<file path="config.mk">
export PLATFORM = sky130hd
export DESIGN_NAME = result_streamer_flat
export DESIGN_NICKNAME = d
export VERILOG_FILES = /design/src/rtl/result_streamer_if.sv /design/src/rtl/result_streamer.sv /design/src/flat_wrapper.sv
export SDC_FILE = /design/constraint.sdc
export NUM_CORES = 1
export LEC_CHECK = 0
export BUFFER_PORTS_ARGS = -buffer_cell sky130_fd_sc_hd__buf_2
export CORE_MARGIN = 2
export CORE_UTILIZATION = 35
export CTS_CLUSTER_DIAMETER = 120
export DETAILED_ROUTE_END_ITERATION = 8
export HOLD_SLACK_MARGIN = 0.02
export PLACE_DENSITY = 0.65
export SETUP_SLACK_MARGIN = 0.15
export SYNTH_ARGS = -nofsm -noshare
export SYNTH_HDL_FRONTEND = slang
export SYNTH_SLANG_ARGS = --single-unit
export TNS_END_PERCENT = 20
</file>
<file path="constraint.sdc">
create_clock -name clk -period 2.9 [get_ports clk]
set_clock_uncertainty 0.1 [all_clocks]
set_input_delay 0.29 -clock clk [delete_from_list [all_inputs] [get_ports clk]]
set_output_delay 0.29 -clock clk [all_outputs]
set_load 0.05 [all_outputs]
</file>
<file path="src/rtl/result_streamer_if.sv">
// Handshake bundle between the multiplier datapath, the result streamer and its consumer.
// slave is the streamer's view; master is the view of whoever drives results and accepts output.
interface result_streamer_if #(
    parameter int RW    = 24,
    parameter int DEPTH = 4
);
    localparam int LW = $clog2(DEPTH) + 1;

    logic [RW-1:0] resultIn;
    logic          resultValid;
    logic [RW-1:0] outData;
    logic          outValid;
    logic          outReady;
    logic          outLast;
    logic          frameDone;
    logic          overflow;
    logic [LW-1:0] level;
    logic          busy;

    modport slave (
        input  resultIn, resultValid, outReady,
        output outData, outValid, outLast, frameDone, overflow, level, busy
    );

    modport master (
        output resultIn, resultValid, outReady,
        input  outData, outValid, outLast, frameDone, overflow, level, busy
    );
endinterface

</file>
<file path="src/rtl/result_streamer.sv">
// Show-ahead result buffer that frames matrix-product elements for a ready/valid consumer.
// Upstream cannot be stalled, so elements arriving into a full buffer are dropped and flagged.
module result_streamer #(
    parameter int RW    = 24,
    parameter int FRAME = 4,
    parameter int DEPTH = 4
) (
    input  logic            clk,
    input  logic            rst,
    result_streamer_if.slave bus
);
    localparam int AW = $clog2(DEPTH);
    localparam int LW = AW + 1;
    localparam int CW = (FRAME > 1) ? $clog2(FRAME) : 1;

    typedef enum logic [1:0] {
        IDLE   = 2'd0,
        ACTIVE = 2'd1,
        FINISH = 2'd2
    } state_t;

    logic [RW-1:0] mem_q [DEPTH];
    logic [AW-1:0] wr_ptr_q, wr_ptr_d;
    logic [AW-1:0] rd_ptr_q, rd_ptr_d;
    logic [LW-1:0] level_q, level_d;
    logic [CW-1:0] in_cnt_q, in_cnt_d;
    logic [CW-1:0] out_cnt_q, out_cnt_d;
    logic          overflow_q, overflow_d;
    state_t        state_q, state_d;

    logic full;
    logic out_valid;
    logic out_last;
    logic rd_fire;
    logic wr_fire;

    assign full      = (level_q == LW'(DEPTH));
    assign out_valid = (level_q != '0);
    assign out_last  = out_valid && (out_cnt_q == CW'(FRAME - 1));
    assign rd_fire   = out_valid && bus.outReady;
    // A simultaneous read frees a slot, so a full buffer still accepts the incoming element.
    assign wr_fire   = bus.resultValid && (!full || rd_fire);

    always_comb begin
        wr_ptr_d   = wr_ptr_q;
        rd_ptr_d   = rd_ptr_q;
        level_d    = level_q;
        in_cnt_d   = in_cnt_q;
        out_cnt_d  = out_cnt_q;
        overflow_d = overflow_q;

        if (wr_fire) begin
            wr_ptr_d = wr_ptr_q + AW'(1);
            if (in_cnt_q == CW'(FRAME - 1)) begin
                in_cnt_d = '0;
            end else begin
                in_cnt_d = in_cnt_q + CW'(1);
            end
        end else if (bus.resultValid) begin
            overflow_d = 1'b1;
        end

        if (rd_fire) begin
            rd_ptr_d = rd_ptr_q + AW'(1);
            if (out_last) begin
                out_cnt_d = '0;
            end else begin
                out_cnt_d = out_cnt_q + CW'(1);
            end
        end

        if (wr_fire && !rd_fire) begin
            level_d = level_q + LW'(1);
        end else if (rd_fire && !wr_fire) begin
            level_d = level_q - LW'(1);
        end
    end

    always_ff @(posedge clk) begin
        if (rst) begin
            wr_ptr_q   <= '0;
            rd_ptr_q   <= '0;
            level_q    <= '0;
            in_cnt_q   <= '0;
            out_cnt_q  <= '0;
            overflow_q <= 1'b0;
        end else begin
            wr_ptr_q   <= wr_ptr_d;
            rd_ptr_q   <= rd_ptr_d;
            level_q    <= level_d;
            in_cnt_q   <= in_cnt_d;
            out_cnt_q  <= out_cnt_d;
            overflow_q <= overflow_d;
        end
    end

    // Storage is cleared on reset so outData reads back zero until the first write.
    always_ff @(posedge clk) begin
        if (rst) begin
            for (int i = 0; i < DEPTH; i++) begin
                mem_q[i] <= '0;
            end
        end else if (wr_fire) begin
            mem_q[wr_ptr_q] <= bus.resultIn;
        end
    end

    always_comb begin
        state_d = state_q;
        case (state_q)
            IDLE: begin
                if (wr_fire) begin
                    state_d = ACTIVE;
                end
            end
            ACTIVE: begin
                if (rd_fire && out_last) begin
                    state_d = FINISH;
                end
            end
            FINISH: begin
                // An element arriving here is the start of the next frame.
                state_d = wr_fire ? ACTIVE : IDLE;
            end
            default: begin
                state_d = IDLE;
            end
        endcase
    end

    always_ff @(posedge clk) begin
        if (rst) begin
            state_q <= IDLE;
        end else begin
            state_q <= state_d;
        end
    end

    assign bus.outData   = mem_q[rd_ptr_q];
    assign bus.outValid  = out_valid;
    assign bus.outLast   = out_last;
    assign bus.frameDone = (state_q == FINISH);
    assign bus.overflow  = overflow_q;
    assign bus.level     = level_q;
    assign bus.busy      = (state_q != IDLE);

endmodule

</file>
<file path="src/flat_wrapper.sv">
// flat-port wrapper written by rule: the top's interface ports become plain ports
module result_streamer_flat 
#(
    parameter int RW    = 24,
    parameter int FRAME = 4,
    parameter int DEPTH = 4
)
  (clk, rst, bus_resultIn, bus_resultValid, bus_outReady, bus_outData, bus_outValid, bus_outLast, bus_frameDone, bus_overflow, bus_level, bus_busy);
  result_streamer_if #(.RW(RW), .DEPTH(DEPTH)) bus_i ();
  input  logic clk;
  input  logic rst;
  input wire logic [$bits(bus_i.resultIn)-1:0] bus_resultIn;
  input wire logic [$bits(bus_i.resultValid)-1:0] bus_resultValid;
  input wire logic [$bits(bus_i.outReady)-1:0] bus_outReady;
  output wire logic [$bits(bus_i.outData)-1:0] bus_outData;
  output wire logic [$bits(bus_i.outValid)-1:0] bus_outValid;
  output wire logic [$bits(bus_i.outLast)-1:0] bus_outLast;
  output wire logic [$bits(bus_i.frameDone)-1:0] bus_frameDone;
  output wire logic [$bits(bus_i.overflow)-1:0] bus_overflow;
  output wire logic [$bits(bus_i.level)-1:0] bus_level;
  output wire logic [$bits(bus_i.busy)-1:0] bus_busy;
  assign bus_i.resultIn = bus_resultIn;
  assign bus_i.resultValid = bus_resultValid;
  assign bus_i.outReady = bus_outReady;
  assign bus_outData = bus_i.outData;
  assign bus_outValid = bus_i.outValid;
  assign bus_outLast = bus_i.outLast;
  assign bus_frameDone = bus_i.frameDone;
  assign bus_overflow = bus_i.overflow;
  assign bus_level = bus_i.level;
  assign bus_busy = bus_i.busy;
  result_streamer #(.RW(RW), .FRAME(FRAME), .DEPTH(DEPTH)) u_core (.clk(clk), .rst(rst), .bus(bus_i));
endmodule
</file>
==> metrics <==
status finished clean; Synth Area in Adders 0.00947; Mean Syn Cell Area 15.8 um^2; max-slew violations 0; number of fillers in the final layout 1,245; required time of the critical path roughly 3.1 ns; crit path kind reg -> reg; RSZ-0062 raised after global routing no; worst hold endpoint u_core.bus.overflow; fmax about 0.39 GHz; final setup fails 0; Hold Crit Class in -> reg; I/O Buffers 59; clock transition at the registers of the reported paths ~0.070 ns; most numerous cell in the Yosys netlist and2_1; Placer Congestion between 0.7 and 0.8; Die Area between 10,000 and 15,000 um^2; Most used DFF post-synth edfxtp_1; Worst setup EP type flip-flop; Post-synth top cells and2_1 (97), edfxtp_1 (96), mux4_2 (24); first-pass GRT wire length approximately 15 mm; Max-slew headroom 0.556; largest net degree at the start of global routing 25; register bit count reported by yosys 110; GRT Util Overall 0.135; Placeable Area roughly 13,000 um^2; clock sinks 110; grt ovf 0; Slew @ Worst Pin around 0.67 ns; FF-to-FF Start u_core.bus.level[0]; CTS Buf Count 9; CTS tree built; PostCTS Resize Cnt 0; initial DRC count between 150 and 200; crit path cell chain nor4b_4 > nor2b_1 > ha_1 > inv_1 > fa_1 > xor2_1 > or3_1 > a21oi_1; Compound-Gate Fraction of Synth Area 0.0155; synth top area cells edfxtp_1 (61%), and2_1 (13%), mux4_2 (11%); first-pass iteration count of the detailed router 4; CP max stage cell dfxtp_1; number of enable flip-flop cells after synthesis 96; YS warnings 0; share of layout cells above drive strength 1 0.323; r2r endpoint u_core.bus.level[2]; Die Width ~120 um; maximum VDD drop about 0.56 mV; Area growth syn-to-layout 17.9%; maxcap violations 0; Post-Syn Area approximately 4800 um^2; H-tree lvl count 3; DP Wirelength roughly 5.7 mm; power density cells between 800 and 900 nW/um^2; vias in the first global route 2,751; R2R Setup Slk between 0.3 and 0.4 ns; leak pwr ~0.0022 uW; Avg WL per Cell 16.9 um; clock tree buffer depth 2; hold depth 3; postcts setup bufs 0; nets@finish 397; worst r2r path cells 8; post-route ant nets 0; Starting Density 0.359; Setup TNS Final 0 ns; Worst path max stage delay between 0.5 and 0.6 ns; Final period util 0.880; Setup WS post-layout 0.348 ns; Gate Count Post-Synth approximately 300; Boundary Pins 60; worst hold start bus_resultValid; Yosys top cell area share 0.606; Clk Latency, worst-skew pair roughly 0.34 ns; initial antenna violation count 0; main combinational cell family by area after synthesis simple AND/OR/NAND/NOR gates; syn nets between 300 and 400; DIE HEIGHT about 120 um; quantity of hold-fixing buffers added after cts 0; Cell variety after synth 33; number of vias per cell roughly 4.7; fraction of registers with async set/reset 0; DRC viols 0; # rows 42; Final Critical Period 2.55 ns; CP startpoint kind flip-flop; CP max FO 8; sequential area share after synthesis 0.665; mux share of post-synthesis cell area 0.120; vias approximately 2,600; area leader, netlist edfxtp_1; Final Routed Wirelength slightly above 9 mm; Place WS around 0.34 ns; Final Hold Viols 0; worst path arrival time roughly 2.7 ns; clk root buf clkbuf_16; Synth Area in Simple Gates 0.168; post-synthesis xor/xnor area fraction 0.00736
## worst max-delay path, delay by kind of cell (launching register included)
| family | cells | cell delay [ns] |
|---|---|---|
| compound gates | 1 | 0.16 |
| xor+xnor | 1 | 0.17 |
| fa+ha+maj | 2 | 0.63 |
| buf+inv | 1 | 0.07 |
| flops | 1 | 0.53 |
| simple gates | 3 | 0.83 |
## metrics by stage
stage | hold slack, ns | cells | instance area [um^2] | util | total power (uW)
2_1_floorplan | 0.328 | 301 | 4760 | - | 3190
3_3_place_gp | 0.350 | 531 | 5310 | 0.401 | 3540
3_5_place_dp | 0.356 | 531 | 5310 | 0.401 | 3570
4_1_cts | 0.140 | 547 | 5610 | 0.423 | 4760
5_1_grt | 0.137 | 547 | 5610 | 0.423 | 4930
6_report | 0.152 | 548 | 5610 | 0.424 | 4700
## worst max-delay path by stage
stage / from / end
floorplan: u_core.bus.level[0] / u_core.bus.level[2]
finish: u_core.bus.level[0] / u_core.bus.level[2]
global placement: u_core.bus.level[0] / u_core.bus.level[2]
detailed placement: u_core.bus.level[0] / u_core.bus.level[2]
global route: u_core.bus.level[0] / u_core.bus.level[2]
CTS: u_core.bus.level[0] / u_core.bus.level[2]
## state kept, by name, summed over array words and instances (netlist names), named ones only
register	count
u_core.mem_q	96
u_core.bus.level	3
u_core.out_cnt_q	2
u_core.rd_ptr_q	2
u_core.state_q	2
u_core.wr_ptr_q	2
u_core.bus.overflow	1
## power breakdown
part	switching, uW	internal (uW)
clock	537	656
sequential	124	1910
combinational	981	500
## per-layer routing
layer,GRT usage,up-vias,part of all wire
met5,0,-,0
met4,0.0414,0,0.010
met3,0.0387,7,0.048
met2,0.223,45,0.51
met1,0.173,1311,0.43
li1,-,1238,-
## cells by family (layout without fill, tap and decap cells)
kind of cell | after synthesis | after routing
and+or+nand+nor | 128 | 128
DFF | 110 | 110
muxes | 27 | 27
buffers and inverters | 18 | 88
AOI/OAI and AO/OA | 11 | 11
xor gates and xnor gates | 4 | 4
adders and majority gates | 3 | 3
other | 0 | 1
## placed cells by master (no fill, tap or decap), drive strengths merged, types with 2 or more instances in the layout
| cell | Yosys | final |
|---|---|---|
| a31o | 2 | 2 |
| nor4b | 3 | 3 |
| clkbuf | 11 | 11 |
| nor2b | 2 | 2 |
| o21ai | 2 | 2 |
| dfxtp | 14 | 14 |
| clkinv | 0 | 4 |
| xor2 | 4 | 4 |
| mux4 | 24 | 24 |
| nand2b | 2 | 2 |
| and2 | 97 | 97 |
| inv | 2 | 3 |
| buf | 5 | 70 |
| mux2i | 2 | 2 |
| nand2 | 2 | 2 |
| nor2 | 11 | 11 |
| edfxtp | 96 | 96 |
| or2 | 2 | 2 |
| or3 | 4 | 4 |
| ha | 2 | 2 |
| a21oi | 4 | 4 |
## layout make-up
class	count	area, um^2	share of cell area
multi-input cells	173	1540	0.275
flip-flops and latches	110	3160	0.564
repair buffers	70	378	0.0674
well taps	176	220	0.0393
clock inverters	5	30.0	0.00535
clock buffers	11	264	0.0471
diodes	1	2.50	0.000446
inverters	2	7.51	0.00134
No activity file was read; power rests on OpenSTA's default activity.
